==> src/rtl/latch_loader_16.sv <==
// Nibble-to-word packer driving a 16-bit capture latch.
// The word is settled on dout one cycle before the load strobe and held until the next word completes.
module latch_loader_16 #(
  parameter int LOAD_WIDTH = 2,
  parameter bit MSB_FIRST  = 1'b1
) (
  input  logic        clk,
  input  logic        rst,
  input  logic [3:0]  nib_in,
  input  logic        nib_valid,
  output logic        nib_ready,
  input  logic        flush,
  output logic [15:0] dout,
  output logic        load,
  output logic [7:0]  word_cnt,
  output logic        busy
);

  // state   | meaning
  // COLLECT | accepting nibbles into the shift register
  // SETUP   | dout settled, load still low
  // STROBE  | load high for LOAD_WIDTH cycles
  // GAP     | load low, one cycle before accepting again
  typedef enum logic [1:0] {COLLECT, SETUP, STROBE, GAP} state_t;

  localparam logic [3:0] TMR_INIT = 4'(LOAD_WIDTH - 1);

  state_t      state, state_nxt;
  logic [1:0]  nib_cnt;
  logic [11:0] shift_reg;
  logic [11:0] shift_nxt;
  logic [15:0] word_nxt;
  logic [3:0]  tmr;
  logic        accept;
  logic        word_done;
  logic        tmr_done;

  always_ff @(posedge clk or posedge rst) begin
    if (rst) state <= COLLECT;
    else     state <= state_nxt;
  end

  always_comb begin
    state_nxt = state;
    case (state)
      COLLECT: if (word_done) state_nxt = SETUP;
      SETUP:   state_nxt = STROBE;
      STROBE:  if (tmr_done) state_nxt = GAP;
      GAP:     state_nxt = COLLECT;
      default: state_nxt = COLLECT;
    endcase
  end

  always_comb begin
    nib_ready = (state == COLLECT) && !rst;
    accept    = nib_ready && nib_valid;
    word_done = accept && !flush && (nib_cnt == 2'd3);
    tmr_done  = (tmr == 4'd0);
    busy      = (state != COLLECT) || (nib_cnt != 2'd0);
  end

  // The first nibble ends up at the word's high end when MSB_FIRST, low end otherwise.
  always_comb begin
    if (MSB_FIRST) begin
      shift_nxt = {shift_reg[7:0], nib_in};
      word_nxt  = {shift_reg, nib_in};
    end else begin
      shift_nxt = {nib_in, shift_reg[11:4]};
      word_nxt  = {nib_in, shift_reg};
    end
  end

  always_ff @(posedge clk or posedge rst) begin
    if (rst) begin
      nib_cnt   <= 2'd0;
      shift_reg <= 12'd0;
      dout      <= 16'd0;
      load      <= 1'b0;
      tmr       <= 4'd0;
      word_cnt  <= 8'd0;
    end else begin
      case (state)
        COLLECT: begin
          if (flush) begin
            nib_cnt   <= 2'd0;
            shift_reg <= 12'd0;
          end else if (accept) begin
            nib_cnt <= nib_cnt + 2'd1;
            if (nib_cnt == 2'd3) begin
              dout      <= word_nxt;
              shift_reg <= 12'd0;
            end else begin
              shift_reg <= shift_nxt;
            end
          end
        end
        SETUP: begin
          load     <= 1'b1;
          tmr      <= TMR_INIT;
          word_cnt <= word_cnt + 8'd1;
        end
        STROBE: begin
          if (tmr_done) load <= 1'b0;
          else          tmr  <= tmr - 4'd1;
        end
        default: ;
      endcase
    end
  end

endmodule

==> config.mk <==
export PLATFORM = sky130hd
export DESIGN_NAME = latch_loader_16
export DESIGN_NICKNAME = d
export VERILOG_FILES = /design/src/rtl/latch_loader_16.sv
export SDC_FILE = /design/constraint.sdc
export NUM_CORES = 1
export LEC_CHECK = 0
export CORE_ASPECT_RATIO = 0.9
export CORE_MARGIN = 2
export CORE_UTILIZATION = 47
export CTS_CLUSTER_DIAMETER = 40
export DETAILED_ROUTE_END_ITERATION = 10
export GPL_TIMING_DRIVEN = 0
export PLACE_DENSITY = 0.78
export SKIP_LAST_GASP = 1
export SYNTH_ARGS = -nofsm -noshare
export SYNTH_HDL_FRONTEND = slang
export SYNTH_SLANG_ARGS = --single-unit
==> constraint.sdc <==
create_clock -name clk -period 1.5 [get_ports clk]
set_input_delay 0.15 -clock clk [delete_from_list [all_inputs] [get_ports clk]]
set_output_delay 0.15 -clock clk [all_outputs]
set_load 0.01 [all_outputs]
==> qor.txt <==
Status - finished, violations left
Violated checks - setup timing
Final Max Slew Viols - 0
Rows - 22
Max VDD drop - 0.955 mV
#FFs+latches synth - 45
Mapped Nets - 187
GRT met1 Usage - 0.228
Remaining global-route overflow - 0
Die Ht - 67.2 um
Slowest CP cell - dfrtp_1
TritonCTS clock tree - done
DRC violations left - 0
Synth unique cells - 31
Hold_buf cts - 0
Crit-path cells - inv_2 -> ha_4 -> or3b_4 -> a22oi_2 -> mux2_4
Diodes inserted - 0
First-pass GRT wire length - 6.48 mm
Die area - 4990 um^2
Worst EP required - 1.69 ns
Vias in the first global route - 1411
Mapped Cells - 171
Worst-Margin Slew - 0.438 ns
Post-synth EDFFs - 0
Final hold viol count - 0
Largest net degree at the start of global routing - 27
WL/cell - 13.7 um
Post-DP HPWL - 2.55 mm
Setup Crit Path Kind - reg2reg
Inserted Clock Buffers - 5
Int Pwr - 2.96 mW
Top Usage Layer GRT - met2
ANT nets after route - 0
Period utilization - 1.11
Setup ws final - -0.158 ns
Synth top area cells - dfrtp_1 (54%), mux2_4 (7.2%), mux2i_1 (6.7%)
Number of I/O pins - 35
Worst-path fanout max - 2
DR iter-0 viols - 55
Later-pin clock latency in the skew report - 0.29 ns
Met2 usage - 0.290
CTS Buffer Depth - 2
Grt met3 use - 0.0373
Synth area leader - dfrtp_1
Via Count - 1380
Core footprint - 4180 um^2
Async set or reset register ratio after synthesis - 1.00
Hold Path Class - in2async
Mapped Avg Cell Area - 12.2 um^2
Comb pwr share - 0.433
Layout Cells excl Fill - 290
RSZ-0062 raised after global routing - true
Largest delay contributor family on the critical path - flip-flops
Drt pass-1 iters - 4
Top FF cell, synth - dfrtp_1
Switch Pwr - 1.51 mW
Final Cell Area - 2820 um^2
Fin Clk Skew - 0.0100 ns
Max reg flops - 16
Final wirelength - 3.98 mm
Avg Vias per Cell - 4.76
Worst path arrival time - 1.84 ns
Initial antenna violation count - 0
Total clock sinks - 45
Post-synthesis sequential area ratio - 0.540
Total power - 4.47 mW
Initial Utilization - 0.499
Buffers on Ports - 34
Minimum clock period - 1.66 ns
Syn-to-layout area delta - 35.3%
Placed Area - 2530 um^2
Relative slew margins - 0.707
Synth top area share - 0.540
Setup violators final - 18
Leakage - 1.34 nW
Root Buffer - clkbuf_8
Nets - 245
Startpoint types - register
CP endpoint kind - register
Sw Share - 0.338
Clock power share - 0.161
F_max - 0.603 GHz
Worst-path clk slew - 0.09 ns
Filler cells - 339
Horiz. Die Dim - 74.2 um
P per Cell Area - 1590 nW/um^2
Placer Congestion - 0.728
Max Cap Viol - 0
Ys Warns - 0
Synth Cell Area - 2090 um^2
Layout cell share with drive strength beyond 1 - 0.278
Worst path buffer plus inverter count - 1
Slowest stage delay, CP - 0.40 ns
Sequential power share - 0.407
Util after Layout - 0.675
Place WS - -0.281 ns
GRT Total Usage - 0.172
Clock H-tree levels - 2
Inst Count DP - 266
## kinds of logic (layout without fill, tap and decap cells)
kind of cell,after synthesis,after routing,synth area share
flops,45,45,0.540
simple gates,45,45,0.113
mux,32,32,0.182
buf+inv,25,84,0.0552
compound gates,9,9,0.0324
fa+ha+maj,8,8,0.0480
xor+xnor,7,7,0.0294
## cells in the final DEF, fill, tap and decap left out, types with 2 or more instances in the layout
| cell type | instances |
|---|---|
| buf_12 | 2 |
| buf_2 | 3 |
| buf_4 | 14 |
| buf_6 | 2 |
| clkbuf_2 | 2 |
| clkbuf_8 | 5 |
| clkdlybuf4s50_1 | 32 |
| clkinv_2 | 2 |
| dfrtp_1 | 45 |
| ha_1 | 4 |
| ha_4 | 4 |
| inv_1 | 14 |
| inv_2 | 5 |
| mux2_2 | 7 |
| mux2_4 | 11 |
| mux2i_1 | 14 |
| nand2_1 | 21 |
| nand2b_1 | 2 |
| nand4_1 | 3 |
| nor2_1 | 7 |
| nor2b_1 | 5 |
| o21ai_0 | 2 |
| xnor2_1 | 3 |
| xor2_1 | 4 |
## synthesized netlist by cell type (all sizes together) (2+ instances only)
cell    number
nand2       22
mux2i       14
xnor2        3
dfrtp       45
xor2         4
nand4        3
mux2        18
inv         19
nand2b       2
nor2         7
nor2b        5
ha           8
buf          5
o21ai        2
## path summary, 6_finish.rpt
check,from,endpoint,slack (ns),depth (start not counted)
setup / recovery,tmr[0],state[1],-0.16,5
hold / removal,rst,dout[5],0.28,2
setup reg to reg,tmr[0],state[1],-0.16,5
hold reg to reg,word_cnt[7],word_cnt[7],0.46,1
max in group asynchronous,rst,dout[12],0.72,3
min in group clk,nib_in[3],shift_reg[3],0.43,3
## layer usage
layer,vias to the layer above,share of wire
met3,0,0.038
met4,0,0
met1,675,0.48
met2,29,0.48
li1,676,-
met5,-,0
## layout make-up
class                      instances  area, um^2  area share
multi-input combinational        101         915       0.324
timing repair buffer              51         492       0.174
clock buffer                       6        72.6      0.0257
inverter                          19        71.3      0.0253
sequential                        45        1130       0.399
clock inverter                     2        10.0     0.00355
tap                               60        75.1      0.0266
buffer                             6        61.3      0.0217
## through the flow
stage          hold WS, ns  setup TNS, ns
6_report             0.280          -1.13
5_1_grt              0.327          -1.89
4_1_cts              0.287          -1.48
3_5_place_dp         0.457          -5.73
3_3_place_gp         0.456         -38.00
2_1_floorplan        0.287          -1.19
## power by group through the flow
stage | clock, mW | combinational, mW | sequential, mW
2_1_floorplan | 0 | 0.990 | 1.83
3_3_place_gp | 0 | 1.48 | 1.82
3_5_place_dp | 0 | 1.54 | 1.84
4_1_cts | 0.731 | 1.75 | 1.81
5_1_grt | 0.800 | 2.11 | 1.86
6_report | 0.718 | 1.94 | 1.82
## repair_timing
item,in CTS,in global routing
gates cloned,0,1
endpoints found under the setup margin,33,27
resized for setup,11,17
pin swaps,3,6
buffers inserted,8,8
Power figures use the tool's default switching activity.
==> patch, RTL diff (same flow settings) <==
The 4 states of `state_t` get a one-hot encoding in 4 bits.
--- a/src/rtl/latch_loader_16.sv
+++ b/src/rtl/latch_loader_16.sv
@@ -21,7 +21,7 @@
   // SETUP   | dout settled, load still low
   // STROBE  | load high for LOAD_WIDTH cycles
   // GAP     | load low, one cycle before accepting again
-  typedef enum logic [1:0] {COLLECT, SETUP, STROBE, GAP} state_t;
+  typedef enum logic [3:0] {COLLECT = 4'b0001, SETUP = 4'b0010, STROBE = 4'b0100, GAP = 4'b1000} state_t;
 
   localparam logic [3:0] TMR_INIT = 4'(LOAD_WIDTH - 1);
 
Check against the original RTL: no difference found for any inputs over 10 cycles, from zero or initial values and one cycle with rst high; not proved beyond that.
==> patch against the original RTL <==
  * Synthesized cell count shrank 2.9%
  * The flow still finishes with violations (negative setup slack)
  * Cell count shrank 1.0%
  * Die area grew 2.2%
  * Highest routed layer is now met4
  * Clock skew grew 0.0011 ns
  * Critical path type unchanged
  * Routed wire length grew 13%
  * Non-clock buffer count grew 2
  * Synthesized area grew 2.3%
  * Setup slack lost 0.073 ns
  * Design area grew 6.9%
  * Sequential cell count grew 2
  * Global-route usage grew 0.93 points
Power is not compared: it rests on default switching activity, and its combinational part moved more than twofold at a synthesized area within 25%.
==> patch: results (changes against the original RTL) <==
** Run status
- Violations in the final reports :: negative setup slack (unchanged)
- Outcome: finished with violations (unchanged).

** Timing
- The actual slew at the worst max-slew pin came to 0.498 ns (was 0.438 ns).
- The clock skew was 0.0111 ns (was 0.0100 ns).
- The worst setup slack after layout is -0.231 ns (was -0.158 ns).
- Final setup violation count :: 43 (was 18)
- The post-route setup TNS was -6.25 ns (was -1.13 ns).
- The minimum hold slack was 0.270 ns (was 0.280 ns).

** Synthesis
- Net Count, Synth :: 179 (was 187)
- Share of the yosys chip area belonging to registers :: 55.2% (was 54.0%)
- The adder and majority gate portion of the synthesized area came to 2.93% (was 4.80%).
- Top area cells in the synthesized netlist: sky130_fd_sc_hd__dfrtp_1, sky130_fd_sc_hd__mux2_4, sky130_fd_sc_hd__mux2_2 (was sky130_fd_sc_hd__dfrtp_1, sky130_fd_sc_hd__mux2_4, sky130_fd_sc_hd__mux2i_1).
- Distinct cell type count of the synthesized netlist :: 38 (was 31)
- List of most frequent post-synthesis cells :: sky130_fd_sc_hd__dfrtp_1, sky130_fd_sc_hd__nand2_1, sky130_fd_sc_hd__inv_1 (unchanged)
- Share of cell area taken by muxes after synthesis :: 12.0% (was 18.2%)

** Global route
- The largest net degree at the start of global routing is 26 (was 27).
- The met2 layer usage reported by global route was 27.9% (was 29.0%).
- Fraction of met1 tracks used by global routing :: 26.1% (was 22.8%)
- First-pass GRT wire length :: 6.93 mm (was 6.48 mm)
- GR Util All Layers :: 18.1% (was 17.2%)
- The met3 routing resource usage after global routing was 2.65% (was 3.73%).

** Worst setup path
- Capturing point of the worst reg2reg path :: dout[4] (was state[1])
- CP Max Fanout :: 10 (was 2)
- Largest stage delay on the critical path :: 0.44 ns (was 0.40 ns)
- The cell with the largest stage delay on the worst path is sky130_fd_sc_hd__dfrtp_2 (was sky130_fd_sc_hd__dfrtp_1).
- The data arrival time of the critical path was 1.91 ns (was 1.84 ns).

** Drt
- Uppermost signal routing layer after detailed routing :: met4 (was met3)
- The number of design-rule violations left by the first detailed-router iteration was 98 (was 55).
- The count of vias placed by the detailed router came to 1516 (was 1380).
- Metal3 WL :: 136 um (was 151 um)
- Wire length per cell :: 15.7 um (was 13.7 um)
- Routed length on met2 :: 2.19 mm (was 1.91 mm)

** Placed design
- The global placement routability congestion was 0.754 (was 0.728).
- The total cell area at the placement stage was 2600 um^2 (was 2530 um^2).
- The worst slack at placement came to -0.454 ns (was -0.281 ns).

** Finish
- Layout cells sized above 1 :: 39.1% (was 27.8%)
- The number of standard cells in the layout, taps in and fillers out was 287 (was 290).
- The number of nets in the layout came to 237 (was 245).

** CTS
- Setup Buffers After CTS :: 14 (was 8)

** Power and ir drop
- Power comes to 2.37 mW.
patch: cell types whose count changed after synthesis, moves of 3 or more:
| cell | delta |
|---|---|
| sky130_fd_sc_hd__a22o_1 | +6 |
| sky130_fd_sc_hd__ha_1 | -3 |
| sky130_fd_sc_hd__inv_1 | -7 |
| sky130_fd_sc_hd__mux2i_1 | -11 |
| sky130_fd_sc_hd__nand2_1 | -5 |
| sky130_fd_sc_hd__nand3_1 | +3 |
| sky130_fd_sc_hd__nand4_1 | +6 |
| sky130_fd_sc_hd__nor2_1 | -3 |
| sky130_fd_sc_hd__nor2b_1 | -4 |
| sky130_fd_sc_hd__o311ai_0 | +6 |
patch: final cells by class:
class,instances,area [um^2]
Buffer,3,30.0
Fill cell,292,1390
Clock inverter,3,43.8
Sequential cell,47,1180
Tap cell,62,77.6
Multi-Input combinational cell,99,1020
Inverter,12,45.0
Timing Repair Buffer,56,544
Clock buffer,5,68.8
